File: src/rtl/hansen_prefetch.sv
// Sequential instruction prefetcher: issues word fetches under a credit limit,
// buffers returned words with their PCs, and squashes stale responses after a redirect.
module hansen_prefetch #(
    parameter int          DEPTH    = 4,
    parameter logic [31:0] RESET_PC = 32'h0000_0000
) (
    input  logic        clk,
    input  logic        reset,
    input  logic        redirect_valid,
    input  logic [31:0] redirect_pc,
    output logic        mem_req_valid,
    input  logic        mem_req_ready,
    output logic [31:0] mem_req_addr,
    input  logic        mem_rsp_valid,
    input  logic [31:0] mem_rsp_data,
    output logic        inst_valid,
    input  logic        inst_ready,
    output logic [31:0] inst_data,
    output logic [31:0] inst_pc
);

    localparam int CW = $clog2(DEPTH + 1);
    localparam int PW = (DEPTH > 1) ? $clog2(DEPTH) : 1;
    localparam int SW = CW + 2;

    typedef enum logic {FETCH, FLUSH} state_t;

    state_t        state, state_nxt;
    logic [31:0]   fetch_pc;
    logic [31:0]   rsp_pc;
    logic [CW-1:0] fifo_count, live_cnt, drop_cnt;
    logic [CW-1:0] fifo_count_nxt, live_cnt_nxt, drop_cnt_nxt;
    logic [PW-1:0] wr_ptr, rd_ptr;
    logic [31:0]   pc_mem   [DEPTH];
    logic [31:0]   data_mem [DEPTH];
    logic [SW-1:0] in_use;
    logic          req_acc, rsp_live, rsp_drop, push, pop;

    function automatic logic [31:0] word_align(input logic [31:0] pc);
        return pc & 32'hFFFF_FFFC;
    endfunction

    function automatic logic [PW-1:0] ptr_inc(input logic [PW-1:0] p);
        return (p == PW'(DEPTH - 1)) ? '0 : p + 1'b1;
    endfunction

    // Every slot is either buffered, live in memory, or awaiting discard; a new
    // request needs a free slot so a returning word always has FIFO space.
    assign in_use        = SW'(fifo_count) + SW'(live_cnt) + SW'(drop_cnt);
    assign mem_req_valid = reset && !redirect_valid && (in_use < SW'(DEPTH));
    assign mem_req_addr  = fetch_pc;
    assign req_acc       = mem_req_valid && mem_req_ready;

    assign rsp_drop = mem_rsp_valid && (state == FLUSH);
    assign rsp_live = mem_rsp_valid && (state == FETCH);
    assign push     = rsp_live && !redirect_valid;

    assign inst_valid = (fifo_count != '0);
    assign pop        = inst_valid && inst_ready && !redirect_valid;
    assign inst_data  = inst_valid ? data_mem[rd_ptr] : '0;
    assign inst_pc    = inst_valid ? pc_mem[rd_ptr]   : '0;

    always_comb begin
        state_nxt      = state;
        live_cnt_nxt   = live_cnt;
        drop_cnt_nxt   = drop_cnt;
        fifo_count_nxt = fifo_count;
        if (redirect_valid) begin
            // Whatever returns this cycle is stale, whichever counter it belonged to.
            live_cnt_nxt   = '0;
            drop_cnt_nxt   = drop_cnt + live_cnt - CW'(mem_rsp_valid);
            fifo_count_nxt = '0;
        end else begin
            live_cnt_nxt   = live_cnt + CW'(req_acc) - CW'(rsp_live);
            drop_cnt_nxt   = drop_cnt - CW'(rsp_drop);
            fifo_count_nxt = fifo_count + CW'(push) - CW'(pop);
        end
        state_nxt = (drop_cnt_nxt != '0) ? FLUSH : FETCH;
    end

    always_ff @(posedge clk or negedge reset) begin
        if (!reset) begin
            state      <= FETCH;
            fetch_pc   <= RESET_PC;
            rsp_pc     <= RESET_PC;
            fifo_count <= '0;
            live_cnt   <= '0;
            drop_cnt   <= '0;
            wr_ptr     <= '0;
            rd_ptr     <= '0;
        end else begin
            state      <= state_nxt;
            fifo_count <= fifo_count_nxt;
            live_cnt   <= live_cnt_nxt;
            drop_cnt   <= drop_cnt_nxt;
            if (redirect_valid) begin
                fetch_pc <= word_align(redirect_pc);
                rsp_pc   <= word_align(redirect_pc);
                wr_ptr   <= '0;
                rd_ptr   <= '0;
            end else begin
                if (req_acc) fetch_pc <= fetch_pc + 32'd4;
                if (push) begin
                    wr_ptr <= ptr_inc(wr_ptr);
                    rsp_pc <= rsp_pc + 32'd4;
                end
                if (pop) rd_ptr <= ptr_inc(rd_ptr);
            end
        end
    end

    // Buffer storage carries no reset; outputs are masked while the FIFO is empty.
    always_ff @(posedge clk) begin
        if (push) begin
            pc_mem[wr_ptr]   <= rsp_pc;
            data_mem[wr_ptr] <= mem_rsp_data;
        end
    end

endmodule

File: config.mk
export PLATFORM = sky130hd
export DESIGN_NAME = hansen_prefetch
export DESIGN_NICKNAME = d
export VERILOG_FILES = /design/src/rtl/hansen_prefetch.sv
export SDC_FILE = /design/constraint.sdc
export NUM_CORES = 1
export LEC_CHECK = 0
export CAP_MARGIN = 20
export CELL_PAD_IN_SITES_DETAIL_PLACEMENT = 0
export CELL_PAD_IN_SITES_GLOBAL_PLACEMENT = 1
export CORE_ASPECT_RATIO = 1.4
export CORE_MARGIN = 2
export CORE_UTILIZATION = 51
export DETAILED_ROUTE_END_ITERATION = 8
export PLACE_DENSITY = 0.95
export SLEW_MARGIN = 20
export SYNTH_ARGS = -nofsm -noshare
export SYNTH_HDL_FRONTEND = slang
export SYNTH_SLANG_ARGS = --single-unit
File: constraint.sdc
create_clock -name clk -period 5.9 [get_ports clk]
set_input_delay 1.18 -clock clk [delete_from_list [all_inputs] [get_ports clk]]
set_output_delay 1.18 -clock clk [all_outputs]
set_load 0.01 [all_outputs]
==> results of run 1 <==
[worst max-delay path by stage]
| stage | from | end | cells after the start |
|---|---|---|---|
| after floorplan | redirect_valid | data_mem[0][0]$_DFFE_PP_ | 4 |
| after global placement | rd_ptr[0]$_DFFE_PN0P_ | inst_data[31] | 4 |
| after detailed placement | rd_ptr[0]$_DFFE_PN0P_ | inst_data[1] | 4 |
| after CTS | rd_ptr[0]$_DFFE_PN0P_ | inst_data[8] | 4 |
| after global routing | fifo_count[1]$_DFF_PN0_ | mem_req_valid | 8 |
| final | fifo_count[1]$_DFF_PN0_ | mem_req_valid | 8 |
[metal layers]
metal | track usage [%] | vias to the layer above | part of all wire, % | routed length (um)
met1 | 25.5 | 4060 | 40 | 11600
met3 | 2.96 | 49 | 5.3 | 1540
met2 | 36.2 | 252 | 52 | 15100
met4 | 7.95 | 0 | 2.7 | 792
li1 | - | 3655 | - | -
met5 | 0 | - | 0 | 0
[cell usage after synthesis, types with 21 or more instances]
library cell and instances:
clkbuf_1 24, xnor2_1 27, and2_1 65, nand2_1 41
nand4_1 23, nor2_1 21, dfrtp_1 74, edfxtp_1 248
xor2_1 22, mux4_2 62, inv_1 26
[sequential cells by signal, indices dropped and copies added (netlist names)]
name	cells
data_mem	128
pc_mem	120
mem_req_addr	30
rsp_pc	30
drop_cnt	3
fifo_count	3
live_cnt	3
rd_ptr	2
wr_ptr	2
state	1
[worst reg2reg max path, delay by kind of cell (launching register included)]
family,cells,cell delay [ns]
compound gates,1,0.13
xor+xnor,1,0.16
fa+ha+maj,5,1.92
buf+inv,5,0.65
flops,1,0.39
simple gates,4,0.57
[power by group through the flow]
stage	clock network [mW]	logic, mW	registers, mW
after global routing	2.20	1.77	2.74
after CTS	2.12	1.58	2.76
after floorplan	0	0.937	2.71
after detailed placement	0	1.57	2.81
final	2.07	1.61	2.72
after global placement	0	1.55	2.80
[metrics by stage]
stage          util, %  power, mW  setup slack [ns]
5_1_grt           63.5       6.71              1.38
3_5_place_dp      59.3       4.38              1.99
3_3_place_gp      59.3       4.35              1.99
6_report          63.5       6.40              1.56
2_1_floorplan        -       3.65              2.10
4_1_cts           63.4       6.46              1.38
[logic make-up (layout without fill, tap and decap cells)]
group / count (synthesis) / in the layout / synth area share (%)
xor+xnor: 49 / 49 / 3.07
flops: 322 / 322 / 66.5
mux: 86 / 86 / 11.9
simple gates: 243 / 243 / 10.7
fa+ha+maj: 24 / 24 / 2.47
other cells: 1 / 4 / 0.0268
compound gates: 66 / 66 / 3.09
buf+inv: 72 / 261 / 2.20
[final cells by class]
class	instances	area, sq um	share of cell area (%)
Clock buffer	35	821	4.80
Timing Repair Buffer	176	1740	10.2
Sequential cell	322	9300	54.5
Tap cell	365	457	2.67
Multi-Input combinational cell	472	4400	25.7
Clock inverter	21	262	1.53
Inverter	29	109	0.637
==> reports/metrics.yaml, run 1 <==
layout:
  diodes: 0
  layout-drive-gt1-share_pct: 17.0
  areaGrowthSynthToFinish_pct: 22.2
  fill_cells: 1920
  final_cell_count_no_fill: 1420
  final_common_cell: "edfxtp_1"
  nNetsFinal: 1125
  design_area_sq_um: 17100
  mostFrequentLayoutCells: "edfxtp_1, clkdlybuf4s50_1, dfrtp_1"
power:
  intPower_mw: 4.69
  p_leak_nw: 5.84
  clkPwrFrac_pct: 32.4
  netSwitchingPower_mw: 1.71
  pwr-share-comb_pct: 25.2
  p_per_area_nw_per_um2: 375
  p_seq_share_pct: 42.4
  power_switching_share_pct: 26.7
  peakVddDrop_mv: 0.238
sta:
  worst_pin_slew_ns: 1.12
  rsz0062_at_grt: "false"
  fin_crit_ns: 4.34
  clock_skew_ns: 0.0121
  slew_violations: 0
  finalHoldViolations: 0
  setup_tns_ns: 0
  fmax_mhz: 230
  slew_headroom_pct: 25.1
  whs_ns: 0.558
  setup_viol: 0
  finalCritPeriodShare_pct: 73.6
hold_path:
  hold_start: "mem_req_addr[26]$_DFFE_PN0N_"
  hp-class: "reg -> reg"
  whs_path_depth: 1
  hold_end: "mem_req_addr[26]$_DFFE_PN0N_"
route:
  dr.pass1.iters: 5
  drt_drc_violations_left: 0
  drt_wl_total_um: 29000
  via_per_inst: 5.65
  vias: 8016
  drtIter0Drc: 508
  wl_per_cell_um: 20.4
  final_antenna_net_count: 0
yosys:
  yosys_warnings: 0
  synth_edf_count: 248
  synth_area_sq_um: 14000
  synthTopCellsByArea: "edfxtp_1, dfrtp_1, mux4_2"
  yosysSeqAreaShare_pct: 66.5
  ys_ff_latch: 322
  synth_top_cell_area_share_pct: 53.3
  async_flop_share_pct: 23.0
  syn_avg_cell_area_sq_um: 16.2
  synth_area_leader_cell: "edfxtp_1"
  synth_flop_cell: "edfxtp_1"
  synth.distinct_cells: 66
  syn_inst: 863
worst_setup_path:
  cp.arrival_ns: 3.16
  end_kind: "primary output"
  cp_data_required_time_ns: 4.72
  path_buf_inv: 2
  slowest_stage: "fa_1"
  cp_max_fo: 3
  crit_chain: "inv_1, fa_1, nor2_1, fa_1, and2b_1, o211ai_1, nor2_1, clkdlybuf4s50_1"
  rr_startpoint: "fifo_count[1]$_DFF_PN0_"
  ff2ff_setup_slack_ns: 1.94
  critPathMaxStageDelay_ns: 0.65
  reg2regPathDepth: 16
  r2r-end: "live_cnt[2]$_DFF_PN0_"
  path_class: "reg -> out"
  critPathTopFamily: "adder cells"
  start_kind: "flop"
placement:
  globalplace.congestion: 0.899
  io_buffers: 161
  dp_hpwl_um: 18600
  postPlaceCellArea_sq_um: 16000
  placed_cells: 1363
run_status:
  status: "completed"
clocking:
  cts_resized: 0
  cts.path.max_buffers: 3
  tritoncts: "built"
  htreeDepth: 1
  clkTransAtPathRegs_ns: 0.06
  root_buffer: "clkbuf_16"
  clock_sinks: 322
  cts_buffers: 30
  postCtsSetupBuffers: 0
  hold_buffers: 0
  clk_latency_ns: 0.55
global_routing:
  overflow: 0
  grt_usage_pct: 20.5
  grt_max_degree: 76
  grt_pass1_vias: 8296
  antenna_found_initial: 0
  grt_pass1_wl_um: 44900
floorplan:
  dieArea_sq_um: 28800
  die_height_um: 200
  dieWidth_um: 144
  core_area_sq_um: 26900
  row_count: 71
  io_pins: 168
  start_util_pct: 51.9
run:
  max_cap_viol_count: 0
(Power assumes the default switching activity.)
==> run 2: changes to the inputs <==
- CORE_UTILIZATION: 51 -> 47
- PLACE_DENSITY: 0.95 -> 0.9
- clock period: 5.9 -> 4.4 ns (I/O delays scaled with it)
==> run 2 against run 1 <==
Net effect: worst setup slack worse by 1.2 ns; hold slack worse by 0.33 ns; total power up 28%; routed wire length down 0.84%; final cell count up 0.99%; utilization down 5.4 points; via count down 0.32%; sequential cell count unchanged; clock power up 16%; design area down 0.55%.
==> reports/metrics.yaml, run 2 (synthesis results as in run 1) <==
run_status:
  status: "completed"
sta:
  setup_viol: 0  # unchanged
  fmax_mhz: 245
  fin_ws_ns: 0.322  # -1.24 ns
  fin_crit_ns: 4.08
  worst_pin_slew_ns: 0.874  # -0.249 ns
  clock_skew_ns: 0.00944  # -0.00262 ns
  slew_headroom_pct: 41.3  # +16 points
  finalCritPeriodShare_pct: 92.7
  finalHoldViolations: 0  # unchanged
  slew_violations: 0  # unchanged
  rsz0062_at_grt: "false"
  setup_tns_ns: 0  # unchanged
global_routing:
  grt_pass1_vias: 8397  # +1.2%
  grt_usage_pct: 18.9  # -1.6 points
  overflow: 0  # unchanged
  antenna_found_initial: 0  # unchanged
  grt_pass1_wl_um: 45800  # +2.1%
  grt_max_degree: 66  # -13%
worst_setup_path:
  cp_data_required_time_ns: 3.52  # -1.20 ns
  start_kind: "flop"
  path_class: "reg -> out"
  end_kind: "primary output"
  cp.arrival_ns: 3.20  # +0.04 ns
  cp_max_fo: 3  # unchanged
placement:
  io_buffers: 161  # unchanged
  globalplace.congestion: 0.840  # -6.6%
  dp_hpwl_um: 18900  # +1.6%
  postPlaceCellArea_sq_um: 16100  # +0.63%
  placed_cells: 1379  # +1.2%
  place_ws_ns: 0.679  # -1.31 ns
floorplan:
  start_util_pct: 47.8  # -4.2 points
  row_count: 74  # +4.2%
  dieArea_sq_um: 31200  # +8.3%
  die_height_um: 208  # +4.1%
  dieWidth_um: 150  # +4.1%
  io_pins: 168  # unchanged
  core_area_sq_um: 29300  # +8.7%
power:
  intPower_mw: 5.95  # +27%
  netSwitchingPower_mw: 2.25  # +32%
  clkPwrFrac_pct: 29.2  # -3.2 points
  p_leak_nw: 5.77  # -1.3%
  pwr-share-comb_pct: 26.4  # +1.2 points
  power_switching_share_pct: 27.5  # +0.79 points
  p_per_area_nw_per_um2: 483  # +29%
  peakVddDrop_mv: 0.267  # +12%
  p_seq_share_pct: 44.4  # +2.0 points
layout:
  mostFrequentLayoutCells: "edfxtp_1, clkdlybuf4s50_1, dfrtp_1"
  largest_reg_flops: 128  # unchanged
  layout-drive-gt1-share_pct: 16.3  # -0.65 points
  final_cell_count_no_fill: 1434  # +0.99%
  multiInputGateArea_sq_um: 4400  # unchanged
  reg_top3: "data_mem: 128 flops, pc_mem: 120 flops"
  fill_cells: 2229  # +16%
  final_common_cell: "edfxtp_1"
  top_register: "data_mem"
  seq_area_sq_um: 9300  # unchanged
  design_area_sq_um: 17000  # -0.55%
  areaGrowthSynthToFinish_pct: 21.5
  utilization_pct: 58.1  # -5.4 points
  nNetsFinal: 1125  # unchanged
  diodes: 0  # unchanged
clocking:
  cts_buffers: 30  # unchanged
  hold_buffers: 0  # unchanged
  cts.path.max_buffers: 3  # unchanged
  clock_sinks: 322  # unchanged
  htreeDepth: 1  # unchanged
  clk_latency_ns: 0.56  # about the same
  cts_resized: 0  # unchanged
  tritoncts: "built"
  clkTransAtPathRegs_ns: 0.06  # about the same
  root_buffer: "clkbuf_16"
  postCtsSetupBuffers: 0  # unchanged
hold_path:
  hp-class: "in -> async"
route:
  drtIter0Drc: 475  # -6.5%
  dr.pass1.iters: 5  # unchanged
  drt_wl_total_um: 28800  # -0.84%
  vias: 7990  # -0.32%
  final_antenna_net_count: 0  # unchanged
  wl_per_cell_um: 20.1  # -1.8%
  drt_drc_violations_left: 0  # unchanged
  via_per_inst: 5.57  # -1.3%
run:
  max_cap_viol_count: 0  # unchanged
## run 2: final timing paths
path                                                   start                           end  slack, ns  cells after the start
worst max-delay path                 fifo_count[1]$_DFF_PN0_                 mem_req_valid       0.32                      8
worst min-delay path                                   reset  mem_req_addr[23]$_DFFE_PN0N_       0.23                      1
worst max register to register       fifo_count[1]$_DFF_PN0_         live_cnt[2]$_DFF_PN0_       0.65                     15
worst min register to register  mem_req_addr[26]$_DFFE_PN0N_  mem_req_addr[26]$_DFFE_PN0N_       0.52                      1
max in group asynchronous                              reset         rd_ptr[0]$_DFFE_PN0P_       3.08                      2
min in group clk                mem_req_addr[26]$_DFFE_PN0N_  mem_req_addr[26]$_DFFE_PN0N_       0.52                      1
## run 2: worst max-delay path, stage by stage (launching register included)
cell	delay [ns]
dfrtp_1	0.38
inv_1	0.11
fa_1	0.64
nor2_1	0.08
fa_1	0.38
and2b_1	0.26
o211ai_1	0.09
nor2_1	0.14
clkdlybuf4s50_1	0.57
## run 2: metal layers
| metal | global-route usage [%] | routed length [um] |
|---|---|---|
| met1 | 24.0 | 11400 |
| met2 | 33.2 | 15000 |
| met3 | 2.59 | 1550 |
| met4 | 6.54 | 876 |
| met5 | 0 | 0 |
## run 2: metrics by stage
stage | power, mW | hold slack (ns)
floorplan | 4.90 | 0.498
global placement | 5.85 | 0.502
detailed placement | 5.89 | 0.507
CTS | 8.30 | 0.211
global route | 8.61 | 0.229
finish | 8.20 | 0.230
## run 2: layout make-up
| cell class | count | area share, % |
|---|---|---|
| Clock buffer | 41 | 4.72 |
| Clock inverter | 14 | 0.663 |
| Inverter | 29 | 0.641 |
| Multi-Input combinational cell | 472 | 25.9 |
| Sequential cell | 322 | 54.8 |
| Tap cell | 380 | 2.80 |
| Timing Repair Buffer | 176 | 10.5 |
## run 2: power by group through the flow
stage / logic (mW) / registers (mW) / clock network [mW]
2_1_floorplan: 1.26 / 3.64 / 0
3_3_place_gp: 2.16 / 3.69 / 0
3_5_place_dp: 2.19 / 3.70 / 0
4_1_cts: 2.20 / 3.64 / 2.46
5_1_grt: 2.37 / 3.67 / 2.57
6_report: 2.16 / 3.64 / 2.40
